## config.mk

```make
export PLATFORM = sky130hd
export DESIGN_NAME = mc_control_fsm
export DESIGN_NICKNAME = d
export VERILOG_FILES = /design/src/rtl/mc_pkg.sv /design/src/rtl/mc_next_state.sv /design/src/rtl/mc_control_fsm.sv
export SDC_FILE = /design/constraint.sdc
export NUM_CORES = 1
export LEC_CHECK = 0
export CAP_MARGIN = 25
export CORE_UTILIZATION = 44
export CTS_BUF_LIST = sky130_fd_sc_hd__clkbuf_8
export DETAILED_ROUTE_END_ITERATION = 10
export PLACE_DENSITY = 0.82
export SYNTH_ARGS = -nofsm -noshare
export SYNTH_HDL_FRONTEND = slang
export SYNTH_SLANG_ARGS = --single-unit
export TNS_END_PERCENT = 5
```

## constraint.sdc

```tcl
create_clock -name clk -period 2.2 [get_ports clk]
set_input_delay 0.44 -clock clk [delete_from_list [all_inputs] [get_ports clk]]
set_output_delay 0.44 -clock clk [all_outputs]
set_load 0.1 [all_outputs]
```

## src/rtl/mc_pkg.sv

```systemverilog
// rtl/mc_pkg.sv - shared constants for the RV32I multicycle control unit
//
// Purpose: state encodings, opcode constants, datapath mux codes and branch
// funct3 values shared by mc_next_state and mc_control_fsm.
// Ports: none (package).
package mc_pkg;

  // State encodings (5-bit; 21..31 are unreachable).
  localparam logic [4:0] S_FETCH  = 5'd0;
  localparam logic [4:0] S_DECODE = 5'd1;
  localparam logic [4:0] S_MEMADR = 5'd2;
  localparam logic [4:0] S_MEMRD  = 5'd3;
  localparam logic [4:0] S_MEMWB  = 5'd4;
  localparam logic [4:0] S_MEMWR  = 5'd5;
  localparam logic [4:0] S_EXEC_R = 5'd6;
  localparam logic [4:0] S_WB_R   = 5'd7;
  localparam logic [4:0] S_BEQ    = 5'd8;
  localparam logic [4:0] S_EXEC_I = 5'd9;
  localparam logic [4:0] S_WB_I   = 5'd10;
  localparam logic [4:0] S_JAL    = 5'd11;
  localparam logic [4:0] S_JALR   = 5'd12;
  localparam logic [4:0] S_BNE    = 5'd13;
  localparam logic [4:0] S_BLT    = 5'd14;
  localparam logic [4:0] S_BGE    = 5'd15;
  localparam logic [4:0] S_BLTU   = 5'd16;
  localparam logic [4:0] S_BGEU   = 5'd17;
  localparam logic [4:0] S_AUIPC  = 5'd18;
  localparam logic [4:0] S_LUI    = 5'd19;
  localparam logic [4:0] S_TRAP   = 5'd20;

  // Major opcodes, IR[6:0].
  localparam logic [6:0] OP_LOAD   = 7'b0000011;
  localparam logic [6:0] OP_STORE  = 7'b0100011;
  localparam logic [6:0] OP_R      = 7'b0110011;
  localparam logic [6:0] OP_I      = 7'b0010011;
  localparam logic [6:0] OP_BRANCH = 7'b1100011;
  localparam logic [6:0] OP_JAL    = 7'b1101111;
  localparam logic [6:0] OP_JALR   = 7'b1100111;
  localparam logic [6:0] OP_AUIPC  = 7'b0010111;
  localparam logic [6:0] OP_LUI    = 7'b0110111;

  // ALUOp codes.
  localparam logic [1:0] ALUOP_ADD   = 2'b00;
  localparam logic [1:0] ALUOP_CMP   = 2'b01;
  localparam logic [1:0] ALUOP_FUNCT = 2'b10;

  // ALUSrcB codes.
  localparam logic [1:0] SRCB_REG  = 2'b00;
  localparam logic [1:0] SRCB_FOUR = 2'b01;
  localparam logic [1:0] SRCB_IMM  = 2'b10;

  // PCSource codes.
  localparam logic [1:0] PCSRC_ALU    = 2'b00;
  localparam logic [1:0] PCSRC_TARGET = 2'b10;
  localparam logic [1:0] PCSRC_JALR   = 2'b11;

  // MemtoReg codes.
  localparam logic [1:0] MTR_ALU   = 2'b00;
  localparam logic [1:0] MTR_MEM   = 2'b01;
  localparam logic [1:0] MTR_IMM   = 2'b10;
  localparam logic [1:0] MTR_PCIMM = 2'b11;

  // Branch funct3 values.
  localparam logic [2:0] F3_BEQ  = 3'b000;
  localparam logic [2:0] F3_BNE  = 3'b001;
  localparam logic [2:0] F3_BLT  = 3'b100;
  localparam logic [2:0] F3_BGE  = 3'b101;
  localparam logic [2:0] F3_BLTU = 3'b110;
  localparam logic [2:0] F3_BGEU = 3'b111;

endpackage

```

## src/rtl/mc_next_state.sv

```systemverilog
// rtl/mc_next_state.sv - combinational next-state logic for the multicycle control unit
//
// Purpose: computes the next state from the current state, the instruction
// register fields and the (already qualified) memory-ready strobe. An illegal
// opcode/funct3 seen in DECODE is flagged on decode_illegal and steered to
// S_TRAP; the parent decides whether to honour the trap.
// Ports:
//   state          in  5  current state
//   opcode         in  7  IR[6:0]
//   funct3         in  3  IR[14:12]
//   mem_ok         in  1  memory access completes this cycle
//   next_state     out 5  state for the next clock
//   decode_illegal out 1  DECODE sees an unsupported opcode/funct3
module mc_next_state
  import mc_pkg::*;
(
  input  logic [4:0] state,
  input  logic [6:0] opcode,
  input  logic [2:0] funct3,
  input  logic       mem_ok,
  output logic [4:0] next_state,
  output logic       decode_illegal
);

  always_comb begin
    next_state     = S_FETCH;
    decode_illegal = 1'b0;
    case (state)
      S_FETCH:  next_state = mem_ok ? S_DECODE : S_FETCH;
      S_DECODE: begin
        case (opcode)
          OP_LOAD, OP_STORE: next_state = S_MEMADR;
          OP_R:              next_state = S_EXEC_R;
          OP_I:              next_state = S_EXEC_I;
          OP_JAL:            next_state = S_JAL;
          OP_JALR:           next_state = S_JALR;
          OP_AUIPC:          next_state = S_AUIPC;
          OP_LUI:            next_state = S_LUI;
          OP_BRANCH: begin
            case (funct3)
              F3_BEQ:  next_state = S_BEQ;
              F3_BNE:  next_state = S_BNE;
              F3_BLT:  next_state = S_BLT;
              F3_BGE:  next_state = S_BGE;
              F3_BLTU: next_state = S_BLTU;
              F3_BGEU: next_state = S_BGEU;
              default: begin
                decode_illegal = 1'b1;
                next_state     = S_TRAP;
              end
            endcase
          end
          default: begin
            decode_illegal = 1'b1;
            next_state     = S_TRAP;
          end
        endcase
      end
      // Opcode is still stable here, so it distinguishes load from store.
      S_MEMADR: next_state = (opcode == OP_LOAD) ? S_MEMRD : S_MEMWR;
      S_MEMRD:  next_state = mem_ok ? S_MEMWB : S_MEMRD;
      S_MEMWR:  next_state = mem_ok ? S_FETCH : S_MEMWR;
      S_EXEC_R: next_state = S_WB_R;
      S_EXEC_I: next_state = S_WB_I;
      S_TRAP:   next_state = S_TRAP;
      // MEMWB, WB_R, WB_I, branches, JAL, JALR, AUIPC, LUI, and any
      // unreachable encoding all return to FETCH.
      default:  next_state = S_FETCH;
    endcase
  end

endmodule

```

## src/rtl/mc_control_fsm.sv

```systemverilog
// rtl/mc_control_fsm.sv - RV32I multicycle control unit with handshake, trap and retire counter
//
// Purpose: state register, next-state selection and Moore-decoded datapath
// controls for the multicycle core, plus a retired-instruction counter.
// Parameters: MEM_HANDSHAKE (wait on mem_ready), TRAP_EN (illegal -> TRAP
// vs. NOP), CNT_W (retire_count width), NCOND (pc_write_cond width).
// Ports:
//   clk, reset                 in   clock, synchronous active-high reset
//   opcode[6:0], funct3[2:0]   in   instruction register fields
//   mem_ready                  in   memory completes current access
//   RegWrite ALUSrcA MemRead MemWrite IorD IRWrite PCWrite  out 1 each
//   ALUOp ALUSrcB PCSource MemtoReg                         out 2 each
//   pc_write_cond[NCOND-1:0]   out  one-hot branch-type write condition
//   state[4:0]                 out  current state
//   illegal                    out  high while in TRAP
//   retire_pulse               out  instruction completes this cycle
//   retire_count[CNT_W-1:0]    out  completed instruction count (wraps)
module mc_control_fsm
  import mc_pkg::*;
#(
  parameter int unsigned MEM_HANDSHAKE = 1,
  parameter int unsigned TRAP_EN       = 1,
  parameter int unsigned CNT_W         = 32,
  parameter int unsigned NCOND         = 6
) (
  input  logic             clk,
  input  logic             reset,
  input  logic [6:0]       opcode,
  input  logic [2:0]       funct3,
  input  logic             mem_ready,
  output logic             RegWrite,
  output logic             ALUSrcA,
  output logic             MemRead,
  output logic             MemWrite,
  output logic             IorD,
  output logic             IRWrite,
  output logic             PCWrite,
  output logic [1:0]       ALUOp,
  output logic [1:0]       ALUSrcB,
  output logic [1:0]       PCSource,
  output logic [1:0]       MemtoReg,
  output logic [NCOND-1:0] pc_write_cond,
  output logic [4:0]       state,
  output logic             illegal,
  output logic             retire_pulse,
  output logic [CNT_W-1:0] retire_count
);

  logic [4:0]       state_q;
  logic [4:0]       state_d;
  logic [CNT_W-1:0] retire_count_q;
  logic [CNT_W-1:0] retire_count_d;
  logic [4:0]       ns_next;
  logic             ns_illegal;
  logic             mem_ok;
  logic [5:0]       cond6;

  // Without the handshake every memory access completes in one cycle.
  assign mem_ok = (MEM_HANDSHAKE != 0) ? mem_ready : 1'b1;

  mc_next_state u_next_state (
    .state          (state_q),
    .opcode         (opcode),
    .funct3         (funct3),
    .mem_ok         (mem_ok),
    .next_state     (ns_next),
    .decode_illegal (ns_illegal)
  );

  // Next-state selection: with traps disabled an illegal instruction is a NOP.
  always_comb begin
    state_d = ns_next;
    if (ns_illegal && (TRAP_EN == 0)) begin
      state_d = S_FETCH;
    end
  end

  // An instruction retires when any in-flight (non-FETCH, non-TRAP) state
  // hands back to FETCH; reset discards the instruction without retiring.
  always_comb begin
    retire_pulse   = !reset && (state_q != S_FETCH) && (state_q != S_TRAP) &&
                     (state_d == S_FETCH);
    retire_count_d = retire_pulse ? retire_count_q + CNT_W'(1) : retire_count_q;
  end

  always_ff @(posedge clk) begin
    if (reset) begin
      state_q        <= S_FETCH;
      retire_count_q <= '0;
    end else begin
      state_q        <= state_d;
      retire_count_q <= retire_count_d;
    end
  end

  // Output decode.
  always_comb begin
    RegWrite = 1'b0;
    ALUSrcA  = 1'b0;
    MemRead  = 1'b0;
    MemWrite = 1'b0;
    IorD     = 1'b0;
    IRWrite  = 1'b0;
    PCWrite  = 1'b0;
    ALUOp    = ALUOP_ADD;
    ALUSrcB  = SRCB_REG;
    PCSource = PCSRC_ALU;
    MemtoReg = MTR_ALU;
    cond6    = 6'b0;
    case (state_q)
      S_FETCH: begin
        MemRead = 1'b1;
        ALUSrcB = SRCB_FOUR;
        // IR and PC latch only on the cycle the fetch actually completes.
        IRWrite = mem_ok;
        PCWrite = mem_ok;
      end
      S_DECODE: ALUSrcB = SRCB_IMM;
      S_MEMADR: begin
        ALUSrcA = 1'b1;
        ALUSrcB = SRCB_IMM;
      end
      S_MEMRD: begin
        IorD    = 1'b1;
        MemRead = 1'b1;
      end
      S_MEMWB: begin
        RegWrite = 1'b1;
        MemtoReg = MTR_MEM;
      end
      S_MEMWR: begin
        IorD     = 1'b1;
        MemWrite = 1'b1;
      end
      S_EXEC_R: begin
        ALUSrcA = 1'b1;
        ALUOp   = ALUOP_FUNCT;
      end
      S_EXEC_I: begin
        ALUSrcA = 1'b1;
        ALUSrcB = SRCB_IMM;
        ALUOp   = ALUOP_FUNCT;
      end
      S_WB_R, S_WB_I: RegWrite = 1'b1;
      S_BEQ, S_BNE, S_BLT, S_BGE, S_BLTU, S_BGEU: begin
        ALUSrcA  = 1'b1;
        ALUOp    = ALUOP_CMP;
        PCSource = PCSRC_TARGET;
        case (state_q)
          S_BEQ:   cond6 = 6'b000001;
          S_BNE:   cond6 = 6'b000010;
          S_BLT:   cond6 = 6'b000100;
          S_BGE:   cond6 = 6'b001000;
          S_BLTU:  cond6 = 6'b010000;
          default: cond6 = 6'b100000;
        endcase
      end
      S_JAL, S_JALR: begin
        PCWrite  = 1'b1;
        RegWrite = 1'b1;
        ALUSrcB  = SRCB_FOUR;
        PCSource = (state_q == S_JALR) ? PCSRC_JALR : PCSRC_TARGET;
      end
      S_AUIPC: begin
        RegWrite = 1'b1;
        ALUSrcB  = SRCB_FOUR;
        MemtoReg = MTR_PCIMM;
      end
      S_LUI: begin
        RegWrite = 1'b1;
        ALUSrcB  = SRCB_FOUR;
        MemtoReg = MTR_IMM;
      end
      default: ;  // TRAP and unreachable encodings drive nothing
    endcase
    if (reset) begin
      RegWrite = 1'b0;
      MemWrite = 1'b0;
      IRWrite  = 1'b0;
      PCWrite  = 1'b0;
      cond6    = 6'b0;
    end
  end

  assign pc_write_cond = NCOND'(cond6);
  assign state         = state_q;
  assign illegal       = (state_q == S_TRAP);
  assign retire_count  = retire_count_q;

endmodule

```

* Word level (Yosys, flattened, before mapping) *
Index checks and enable logic that the tools add are counted.

cells by class
  equal/unequal tests = 35
  add/sub/neg operators = 1
  shift operators = 0
  $mul = 0
  order comparisons = 0
  mux-type cells = 26
  reduce and logical (&&, ||, !) cells = 18
  div/mod/pow operators = 0
  bitwise gates (word level) = 0

operators with widths
  cell                                                 number
  one-hot mux 5 bit (8 select lines)                   2
  equality test 5 x 4 -> 1 bit, second input constant  8
  adder 32 x 1 -> 32 bit, second input constant        1
  one-hot mux 5 bit (6 select lines)                   1
  one-hot mux 6 bit (5 select lines)                   1
  equality test 5 bit, second input constant           5
  equality test 7 x 6 -> 1 bit, second input constant  3
  equality test 7 bit, second input constant           3
  equality test 5 x 3 -> 1 bit, second input constant  4
  equality test 7 x 5 -> 1 bit, second input constant  2
  equality test 3 bit, second input constant           4
  2-to-1 mux 1 bit                                     12
  2-to-1 mux 6 bit                                     2
  one-hot mux 2 bit (2 select lines)                   3
  equality test 5 x 2 -> 1 bit, second input constant  2
  zero test 5 bit                                      2
  OR reduction 2 bit                                   5
  2-to-1 mux 3 bit                                     3
  OR reduction 9 bit                                   1
  equality test 7 x 2 -> 1 bit, second input constant  1
  OR reduction 7 bit                                   1
  one-hot mux 2 bit (3 select lines)                   1
  OR reduction 6 bit                                   1
  equality test 5 x 1 -> 1 bit, second input constant  1
  other kinds (9)                                      11

storage, ports and cells
  memories = 0
  input port bits = 13
  bits in read-only memories = 0
  bits in registers = 37
  output and inout port bits = 60
  bits in latches = 0
  memory bits (writable) = 0
  logic and storage cells = 82

* Longest topological paths before layout *
Gate-level depths: netlist of run 1.

  word-level depth = 6
  depth in mapped cells = 10
  depth with buffers taken out = 7

* By module *
A second synthesis of run 1 with hierarchy kept.

second synthesis, totals
  cells, all modules = 329
  area total of the unflattened synthesis = 2497.4 um^2

by module, submodules not included
  module          seq. area each (um^2)  cells each  area an instance (um^2)  instances
  mc_control_fsm  740.7                  256         2026.9                   1
  mc_next_state   0.0                    73          470.5                    1

* Least setup slack after synthesis of run 1 *
No wires, ideal clock.

  path type = reg2out
  from = register state_q[1], in the netlist state[1]
  to = output port PCWrite
  required time = 1.760 ns
  slack = -3.587 ns
  data arrival time = 5.347 ns
  buffers on the path = 2
  stages on the path, launching flop included = 6
  cell sequence = dfxtp_1 -> clkbuf_1 -> or2_2 -> clkbuf_1 -> nor4_1 -> o21bai_1

between the ends
  cells in the longest elaborated chain, start to end = 4
  elaborated cells between the ends (all ways) = 6
  classes of those cells = eq/ne (2); mux (2); reduce/logical (2)

ends and longest elaborated chain
  item                                    RTL line               text
  start, declared                         mc_control_fsm.sv:49   logic [4:0] state_q;
  start signal, assigned                  mc_control_fsm.sv:91   state_q <= state_d;
  equality test 5 x 4 -> 1 bit            mc_control_fsm.sv:110  case (state_q)
  OR reduction 2 bit                      mc_control_fsm.sv:110
  one-hot mux 1 bit (2 select lines) (*)  mc_control_fsm.sv:110
  2-to-1 mux 1 bit (*)                    mc_control_fsm.sv:176  if (reset) begin
  end, declared                           mc_control_fsm.sv:37   output logic PCWrite,

Every way passes the cells marked *; elsewhere a longest branch is shown, timed or not.

* Final worst setup path of run 1 *
  from = register state_q[4], in the netlist state[4]
  to = output port retire_pulse

between the ends
  cells in the longest elaborated chain, start to end = 4
  elaborated cells between the ends (all ways) = 15
  classes of those cells = eq/ne (8); mux (1); reduce/logical (6)

ends and longest elaborated chain
  item                                                                     RTL line                                    text
  equality test 5 bit (tied with other cells)                              mc_next_state.sv:28                         case (state)
  one-hot mux 5 bit (8 select lines) or logical AND 1 bit (tied branches)  mc_next_state.sv:28, mc_control_fsm.sv:81
  zero test 5 bit or logical AND 1 bit (tied branches)                     mc_control_fsm.sv:82, mc_control_fsm.sv:81
  logical AND 1 bit (*)                                                    mc_control_fsm.sv:81                        retire_pulse = !reset && (state_q != S_FETCH) && (state_q != S_TRAP) &&
  end, declared                                                            mc_control_fsm.sv:45                        output logic retire_pulse,

Marks and branches as above.

==> impl_metrics.env, run 1 <==
export IMPL_ys_seq_area_frac=0.272
export IMPL_fillers=392
export IMPL_powerDensity_mw_per_mm2=377
export IMPL_track_usage=0.287
export IMPL_synth_seq_cells=37
export IMPL_use_met1=0.373
export IMPL_worst_slew_pin_slew_ns=0.375
export IMPL_fin_crit_ns=2.36
export IMPL_vias_per_cell=6.38
export IMPL_drv_cap=0
export IMPL_fin_skew_ns=0.00186
export IMPL_syn_cell_area_mm2=0.00272
export IMPL_start_util=0.457
export IMPL_min_path_type="flip-flop to flip-flop"
export IMPL_cpPeakStageDelay_ns=0.40
export IMPL_power_uw=1750
export IMPL_clock_latency_ns=0.29
export IMPL_synthFlopType="dfxtp_1"
export IMPL_crit_path_start_kind="flip-flop"
export IMPL_drc=0
export IMPL_cts_tree="yes"
export IMPL_grt_max_degree=42
export IMPL_dr_pass1_iters=4
export IMPL_final_layout_size_suffix_gt1_frac=0.458
export IMPL_num_rows=28
export IMPL_fp_dieH_um=80.7
export IMPL_async_reset_ff_frac=0
export IMPL_worstPathRequired_ns=1.76
export IMPL_multi_input_area_mm2=0.00224
export IMPL_grt_pass1_wl_mm=14.8
export IMPL_layout_commonest_cell="buf_4"
export IMPL_slew_headroom=0.748
export IMPL_cts_buffer_depth=2
export IMPL_rsz0062_at_grt="true"
export IMPL_fin_ws_ns=-0.160
export IMPL_peakVddDrop_uv=371
export IMPL_fin_setup_tns_ns=-0.597
export IMPL_grt_overflow_total=0
export IMPL_period_share=1.07
export IMPL_ff_latch_area_um2=757
export IMPL_critPathTopFamily="simple AND/OR/NAND/NOR gates"
export IMPL_grt_util_met3=0.0432
export IMPL_violations="setup timing"
export IMPL_vias=3469
export IMPL_antenna_found_initial=0
export IMPL_hpwl_mm=6.19
export IMPL_leakagePower_uw=0.00168
export IMPL_drt_iter0_markers=286
export IMPL_hold_viol_final=0
export IMPL_grt_util_met2=0.486
export IMPL_crit_slowest_cell="or3_4"
export IMPL_die_w_um=80.7
export IMPL_avgSynthCellArea_um2=7.57
export IMPL_antenna_cells=0
export IMPL_end_kind="primary output"
export IMPL_synth_enable_flop_cells=0
export IMPL_ys_warn_count=0
export IMPL_post_drt_wl_per_cell_um=18.4
export IMPL_cts_max_level=2
export IMPL_slew_viol_final=0
export IMPL_final_nets=482
export IMPL_cts_buffers=5
export IMPL_grt_busiest_layer="met2"
export IMPL_synthCells=360
export IMPL_cp_buffers_inverters=2
export IMPL_outcome="finished with violations"
export IMPL_grt_pass1_vias=3128
export IMPL_clock_sinks=37
export IMPL_crit_chain="or2_1 -> or3_4 -> o22a_1 -> nand2_2 -> buf_12 -> nor2_4 -> buf_12"
export IMPL_coreArea_mm2=0.00596
export IMPL_syn_nets=374
export IMPL_cts_root_buffer="clkbuf_8"
export IMPL_crit_fanout=3
export IMPL_ioPinCount=73
export IMPL_numPortBuffers=72
export IMPL_place_congestion=0.821
export IMPL_cts_clk_slew_worst_paths_ns=0.07
export IMPL_syn_to_final_growth_pct=70.1
export IMPL_routed_wl_mm=10.0
export IMPL_yosysUniqueCellTypes=61
export IMPL_die_area_mm2=0.00651
export IMPL_timing_fmax_mhz=424
export IMPL_ctsHoldBuffers=0
export IMPL_worstSetupPathType="flip-flop to primary output"
export IMPL_mostFrequentLayoutCells="buf_4, dfxtp_1, buf_12"
export IMPL_cp_common_cell="buf_12"
export IMPL_setup_viol_count_final=15
export IMPL_cp_arrival_ns=1.92
export IMPL_ant_nets=0
-- tightest hold or removal path, stage by stage (launching register included) --
cell and delay, ns:
dfxtp_1 0.34, o31ai_1 0.07, a21oi_1 0.06
-- kinds of logic (layout without fill, tap and decap cells) --
group,after synthesis,in the layout,synth area share
flip-flops,37,37,0.272
adder cells (fa/ha/maj),1,1,0.00459
AND/OR/NAND/NOR,167,167,0.360
buffers and inverters,39,148,0.0749
XOR/XNOR,2,2,0.00643
AO/OA/AOI/OAI,111,111,0.271
multiplexers,3,3,0.0115
-- cell usage after synthesis (all sizes together), types with 2 or more instances --
| cell | n | area (um^2) |
|---|---|---|
| a21oi | 37 | 185 |
| dfxtp | 37 | 741 |
| nand2 | 32 | 123 |
| o31ai | 25 | 188 |
| or4 | 23 | 173 |
| buf | 19 | 129 |
| nor2 | 18 | 70.1 |
| clkbuf | 14 | 52.6 |
| nand4 | 14 | 87.6 |
| nand3 | 12 | 60.1 |
| and3 | 9 | 56.3 |
| nand2b | 9 | 56.3 |
| nor3 | 9 | 45.0 |
| nor4 | 9 | 56.3 |
| o21ai | 8 | 40.0 |
| a31oi | 7 | 43.8 |
| and4 | 5 | 43.8 |
| inv | 5 | 18.8 |
| nor2b | 5 | 31.3 |
| o311ai | 5 | 43.8 |
| o41ai | 5 | 43.8 |
| or3 | 5 | 36.3 |
| or2 | 4 | 25.0 |
| a211oi | 3 | 22.5 |
| a21o | 3 | 22.5 |
| nand3b | 3 | 22.5 |
| and2 | 2 | 12.5 |
| mux2i | 2 | 20.0 |
| nor4bb | 2 | 20.0 |
| o211ai | 2 | 15.0 |
| o21a | 2 | 15.0 |
| o21bai | 2 | 15.0 |
| o22a | 2 | 17.5 |
| o22ai | 2 | 12.5 |
-- repair_timing --
action	CTS	global route
pin swaps	23	22
endpoints found under the setup margin	40	40
cloned	1	0
gates resized for setup	49	42
buffers inserted	16	0
-- per-stage QoR --
stage	util	hold WS [ns]	worst slack [ns]	instances	cell area, um^2
after CTS	0.750	0.510	-0.142	544	4460
final	0.778	0.517	-0.160	544	4630
after global placement	0.694	0.482	-0.506	519	4140
after detailed placement	0.694	0.494	-0.555	519	4140
after global routing	0.778	0.545	-0.210	544	4630
after floorplan	-	0.615	-0.899	360	3020
-- path summary, 6_finish.rpt --
kind | to | slack (ns) | from | depth (start not counted)
worst max-delay path | retire_pulse | -0.16 | state[4] | 7
worst min-delay path | retire_count[25] | 0.52 | retire_count[25] | 2
worst max register to register | retire_count[24] | 0 | state[2] | 10
worst min register to register | retire_count[25] | 0.52 | retire_count[25] | 2
-- power by group --
group | switching [uW] | internal (uW) | leakage [uW]
logic | 374 | 233 | 0.00133
clock network | 245 | 213 | 0.0000430
registers | 10.9 | 672 | 0.000302
-- final cells by class --
type,instances,area share
multi-input combinational,284,0.482
tap,75,0.0202
inverter,6,0.00486
clock inverter,3,0.00270
timing repair buffer,134,0.312
clock buffer,5,0.0148
sequential,37,0.163
-- per-layer routing --
layer  up-vias  part of all wire
met5         -                 0
met4         0             0.020
met3        28             0.058
met2       141              0.51
met1      1682              0.41
li1       1618                 -
-- registers in the layout, summed over array words and instances (netlist names) --
register / cells
retire_count: 32
state: 5
No activity file was read; power rests on OpenSTA's default activity.
==> run 2, diff against run 1 <==
--- a/config.mk
+++ b/config.mk
@@ -6,6 +6,7 @@
 export NUM_CORES = 1
 export LEC_CHECK = 0
 export CAP_MARGIN = 25
+export CORE_MARGIN = 5
 export CORE_UTILIZATION = 44
 export CTS_BUF_LIST = sky130_fd_sc_hd__clkbuf_8
 export DETAILED_ROUTE_END_ITERATION = 10
==> impl_metrics.env, run 2 (synthesized netlist as in run 1, its figures left out) <==
export IMPL_grt_pass1_wl_mm=15.3
export IMPL_mostFrequentLayoutCells="buf_4, a21oi_1, dfxtp_1"
export IMPL_syn_to_final_growth_pct=67.8
export IMPL_crit_chain="or2_1 -> or3_4 -> o22a_1 -> nand2_2 -> buf_6 -> nor2_4 -> buf_12"
export IMPL_slew_headroom=0.721
export IMPL_powerDensity_mw_per_mm2=397
export IMPL_crit_path_start="state[3]"
export IMPL_period_share=1.05
export IMPL_grt_max_degree=55
export IMPL_violations="setup timing"
export IMPL_clock_sinks=37
export IMPL_crit_slowest_cell="or3_4"
export IMPL_rrSetupSlack_ns=0.02
export IMPL_die_area_mm2=0.00786
export IMPL_antenna_cells=0
export IMPL_cts_clk_slew_worst_paths_ns=0.07
export IMPL_dr_pass1_iters=6
export IMPL_fin_crit_ns=2.31
export IMPL_post_dp_cell_area_mm2=0.00422
export IMPL_layout_commonest_cell="buf_4"
export IMPL_final_util=0.767
export IMPL_cts_tree="yes"
export IMPL_leakagePower_uw=0.00172
export IMPL_start_util=0.457
export IMPL_hold_viol_final=0
export IMPL_critPathTopFamily="simple AND/OR/NAND/NOR gates"
export IMPL_ioPinCount=73
export IMPL_crit_path_start_kind="flip-flop"
export IMPL_outcome="finished with violations"
export IMPL_largest_register_ff_count=32
export IMPL_vias=3448
export IMPL_num_rows=28
export IMPL_final_nets=493
export IMPL_track_usage=0.238
export IMPL_cts_root_buffer="clkbuf_8"
export IMPL_timing_fmax_mhz=432
export IMPL_r2r_start="state[3]"
export IMPL_vias_per_cell=6.21
export IMPL_fin_ws_ns=-0.113
export IMPL_peakVddDrop_uv=280
export IMPL_cp_buffers_inverters=2
export IMPL_routed_wl_mm=9.52
export IMPL_post_drt_wl_per_cell_um=17.2
export IMPL_cts_buffers=5
export IMPL_clock_latency_ns=0.30
export IMPL_final_layout_size_suffix_gt1_frac=0.431
export IMPL_worst_slew_pin_slew_ns=0.416
export IMPL_drc=0
export IMPL_ctsHoldBuffers=0
export IMPL_place_congestion=0.900
export IMPL_end_kind="primary output"
export IMPL_fp_dieH_um=88.7
export IMPL_min_path_type="flip-flop to flip-flop"
export IMPL_coreArea_mm2=0.00596
export IMPL_rsz0062_at_grt="true"
export IMPL_cts_buffer_depth=2
export IMPL_cpPeakStageDelay_ns=0.36
export IMPL_die_w_um=88.7
export IMPL_antenna_found_initial=0
export IMPL_worstSetupPathType="flip-flop to primary output"
export IMPL_drv_cap=0
export IMPL_worstPathRequired_ns=1.76
export IMPL_final_cell_area_mm2=0.00457
export IMPL_hold_ws_ns=0.504
export IMPL_setup_viol_count_final=3
export IMPL_grt_pass1_vias=3313
export IMPL_cp_arrival_ns=1.87
export IMPL_crit_fanout=3
export IMPL_slew_viol_final=0
export IMPL_cts_max_level=2
export IMPL_drt_iter0_markers=311
export IMPL_ant_nets=0
export IMPL_numPortBuffers=72
export IMPL_fin_skew_ns=0.00900
export IMPL_grt_overflow_total=0
export IMPL_hpwl_mm=6.67
export IMPL_worstHoldStart="retire_count[30]"
[run 2: final timing paths]
path	to	cells after the start
worst max-delay path	retire_pulse	7
worst min-delay path	retire_count[30]	2
worst max register to register	retire_count[27]	9
worst min register to register	retire_count[30]	2
[run 2: power by group]
group	switching [uW]	internal (uW)
Combinational	365	231
Clock	253	283
Sequential	10.4	672
Total	628	1190
[run 2: cell type report]
cell class | instances | area [um^2]
clock inverters | 1 | 5.00
clock buffers | 7 | 96.3
multi-input cells | 284 | 2120
repair buffers | 145 | 1470
fillers | 413 | 1390
well taps | 75 | 93.8
inverters | 6 | 23.8
flip-flops and latches | 37 | 757
[run 2: stage by stage]
step / cells / setup TNS (ns) / total power (uW) / worst slack [ns]
4_1_cts: 552 / -0.124 / 1800 / -0.0769
5_1_grt: 555 / -1.44 / 1880 / -0.162
2_1_floorplan: 360 / -21.68 / 1050 / -0.899
3_3_place_gp: 533 / -16.70 / 1240 / -0.524
6_report: 555 / -0.138 / 1810 / -0.113
3_5_place_dp: 533 / -18.24 / 1250 / -0.631
[run 2: worst min-delay path, delay by kind of cell, from the launching register on]
kind,cells,cell delay [ns]
AO/OA/AOI/OAI,2,0.12
flip-flops,1,0.34
[run 2: repair_timing]
| action | in CTS | in global routing |
|---|---|---|
| buffers inserted | 11 | 3 |
| resized for setup | 60 | 16 |
| setup endpoints to repair | 40 | 36 |
| pin swaps | 23 | 9 |
[run 2: layer usage]
| metal | vias to the layer above | routed length, um | part of all wire | track usage |
|---|---|---|---|---|
| li1 | 1634 | - | - | - |
| met1 | 1672 | 3870 | 0.41 | 0.298 |
| met2 | 129 | 5010 | 0.53 | 0.416 |
| met3 | 13 | 544 | 0.057 | 0.0447 |
| met4 | 0 | 94 | 0.0099 | 0.0604 |
| met5 | - | 0 | 0 | 0 |
==> run 3, diff against run 2 <==
--- a/config.mk
+++ b/config.mk
@@ -5,12 +5,13 @@
 export SDC_FILE = /design/constraint.sdc
 export NUM_CORES = 1
 export LEC_CHECK = 0
+export ABC_AREA = 1
 export CAP_MARGIN = 25
 export CORE_MARGIN = 5
 export CORE_UTILIZATION = 44
 export CTS_BUF_LIST = sky130_fd_sc_hd__clkbuf_8
 export DETAILED_ROUTE_END_ITERATION = 10
-export PLACE_DENSITY = 0.82
+export PLACE_DENSITY = 0.81
 export SYNTH_ARGS = -nofsm -noshare
 export SYNTH_HDL_FRONTEND = slang
 export SYNTH_SLANG_ARGS = --single-unit
==> impl_metrics.env, run 3 <==
export IMPL_outcome="finished with violations"
export IMPL_violations="setup timing"
export IMPL_yosysTopAreaCell="dfxtp_1"
export IMPL_switchingPower_uw=707
export IMPL_avgSynthCellArea_um2=6.10
export IMPL_syn_to_final_growth_pct=57.5
export IMPL_routed_wl_mm=11.0
export IMPL_syn_nets=487
export IMPL_combPwrFrac=0.346
export IMPL_fin_crit_ns=2.35
export IMPL_ys_seq_area_frac=0.257
export IMPL_dp_cells=625
export IMPL_worstHoldStart="retire_count[31]"
export IMPL_setup_viol_count_final=7
export IMPL_worstSetupPathType="flip-flop to flip-flop"
export IMPL_ioPinCount=73
export IMPL_ys_top_cells_by_area="dfxtp_1, nand2_1, nor2_1"
export IMPL_hpwl_mm=7.14
export IMPL_pwr_share_clk=0.286
export IMPL_cts_max_level=2
export IMPL_post_dp_cell_area_mm2=0.00399
export IMPL_hold_ws_ns=0.497
export IMPL_end_kind="flip-flop"
export IMPL_cts_root_buffer="clkbuf_8"
export IMPL_period_share=1.07
export IMPL_cts_buffer_depth=2
export IMPL_final_layout_size_suffix_gt1_frac=0.374
export IMPL_yosysTopAreaCellShare=0.257
export IMPL_fin_ws_ns=-0.146
export IMPL_slew_headroom=0.748
export IMPL_numPortBuffers=72
export IMPL_sequentialPowerShare=0.368
export IMPL_async_reset_ff_frac=0
export IMPL_final_cells=660
export IMPL_drc=0
export IMPL_cts_tree="yes"
export IMPL_cp_arrival_ns=2.56
export IMPL_fp_dieH_um=91.0
export IMPL_num_rows=29
export IMPL_cts_buffers=5
export IMPL_min_path_type="flip-flop to flip-flop"
export IMPL_crit_fanout=5
export IMPL_cts_clk_slew_worst_paths_ns=0.07
export IMPL_fin_skew_ns=0.0102
export IMPL_drt_iter0_markers=371
export IMPL_hold_viol_final=0
export IMPL_grt_pass1_vias=3397
export IMPL_antenna_found_initial=0
export IMPL_leakagePower_uw=0.00191
export IMPL_drv_cap=0
export IMPL_ys_warn_count=0
export IMPL_peakVddDrop_uv=313
export IMPL_synthFlopType="dfxtp_1"
export IMPL_switching_share=0.379
export IMPL_layout_commonest_cell="nand2_1"
export IMPL_post_synth_top_count_cell="nand2_1"
export IMPL_die_area_mm2=0.00827
export IMPL_ant_nets=0
export IMPL_yosysUniqueCellTypes=28
export IMPL_largest_register_ff_count=32
export IMPL_powerDensity_mw_per_mm2=411
export IMPL_track_usage=0.237
export IMPL_fillers=497
export IMPL_syn_cell_area_mm2=0.00288
export IMPL_synth_common_cells="nand2_1, nor2_1, nand4_1, dfxtp_1, inv_1"
export IMPL_crit_path_start_kind="flip-flop"
export IMPL_synthCells=473
export IMPL_timing_fmax_mhz=426
export IMPL_grt_pass1_wl_mm=16.5
export IMPL_mostFrequentLayoutCells="nand2_1, buf_4, nor2_1"
export IMPL_vias_per_cell=5.63
export IMPL_grt_overflow_total=0
export IMPL_p_int_uw=1160
export IMPL_clock_sinks=37
export IMPL_crit_path_start="state[2]"
export IMPL_final_nets=596
export IMPL_synth_seq_cells=37
export IMPL_worstPathRequired_ns=2.42
export IMPL_coreArea_mm2=0.00635
export IMPL_post_drt_wl_per_cell_um=16.7
export IMPL_r2r_start="state[2]"
export IMPL_die_w_um=91.0
export IMPL_clock_latency_ns=0.30
export IMPL_dp_slack_ns=-0.470
export IMPL_antenna_cells=0
export IMPL_rsz0062_at_grt="true"
export IMPL_place_congestion=0.981
export IMPL_slew_viol_final=0
export IMPL_dr_pass1_iters=5
export IMPL_vias=3717
export IMPL_worst_slew_pin_slew_ns=0.376
export IMPL_start_util=0.454
export IMPL_final_cell_area_mm2=0.00454
export IMPL_grt_max_degree=33
export IMPL_synth_enable_flop_cells=0
[run 3: cell count changes after synthesis, moves of 23 or more]
cell     delta
nor2_1     +55
inv_1      +32
o31ai_1    -25
or4_1      -23
nand2_1   +103
nand4_1    +26
[run 3: final timing paths]
check                           depth (start not counted)               end  slack [ns]
worst max-delay path                                   14          state[0]       -0.15
worst min register to register                          2  retire_count[31]        0.50
worst max register to register                         14          state[0]       -0.15
worst min-delay path                                    2  retire_count[31]        0.50
[run 3: timing repair]
action                                  in CTS  in global routing
hold buffers                                 0                  0
resized for setup                           79                 35
pin swaps                                   27                 20
buffers inserted                            21                  6
endpoints found under the setup margin      35                 41
[run 3: logic make-up (layout without fill, tap and decap cells)]
family / Yosys count / in the layout / synth area share
XOR/XNOR: 28 / 28 / 0.0850
flip-flops: 37 / 37 / 0.257
buffers and inverters: 64 / 174 / 0.107
AND/OR/NAND/NOR: 300 / 300 / 0.470
AO/OA/AOI/OAI: 43 / 43 / 0.0768
adder cells (fa/ha/maj): 1 / 1 / 0.00434
[run 3: layer usage]
metal,global-route usage,vias to the layer above,part of all wire
met5,0,-,0
met4,0.0721,0,0.031
met3,0.0388,37,0.067
met2,0.406,189,0.49
met1,0.305,1719,0.41
li1,-,1772,-
[run 3: critical path, cell delays in order, from the launching register on]
cell,delay (ns)
dfxtp_4,0.38
nor2_4,0.14
nand2_4,0.09
nor2_2,0.26
nand3_2,0.15
buf_4,0.15
buf_4,0.12
buf_4,0.12
buf_4,0.12
buf_4,0.12
buf_4,0.12
buf_4,0.12
buf_4,0.12
buf_4,0.13
a21oi_1,0.12
[run 3: power by group through the flow]
stage | clock network (uW) | registers, uW | logic [uW]
floorplan | 0 | 749 | 335
global placement | 0 | 700 | 546
detailed placement | 0 | 701 | 553
CTS | 535 | 686 | 593
global route | 560 | 688 | 673
finish | 533 | 687 | 646
[run 3: metrics by stage]
| step | power [uW] | TNS, ns | util |
|---|---|---|---|
| global route | 1920 | -1.13 | 0.715 |
| CTS | 1810 | -0.115 | 0.690 |
| global placement | 1250 | -9.66 | 0.628 |
| detailed placement | 1250 | -13.63 | 0.628 |
| finish | 1870 | -0.615 | 0.715 |
| floorplan | 1080 | -3.63 | - |
[run 3: layout make-up]
class,instances,area [um^2],share of cell area
Tap cell,77,96.3,0.0212
Timing Repair Buffer,119,1180,0.260
Clock buffer,7,96.3,0.0212
Inverter,47,194,0.0427
Multi-Input combinational cell,372,2210,0.487
Sequential cell,37,759,0.167
Clock inverter,1,5.00,0.00110
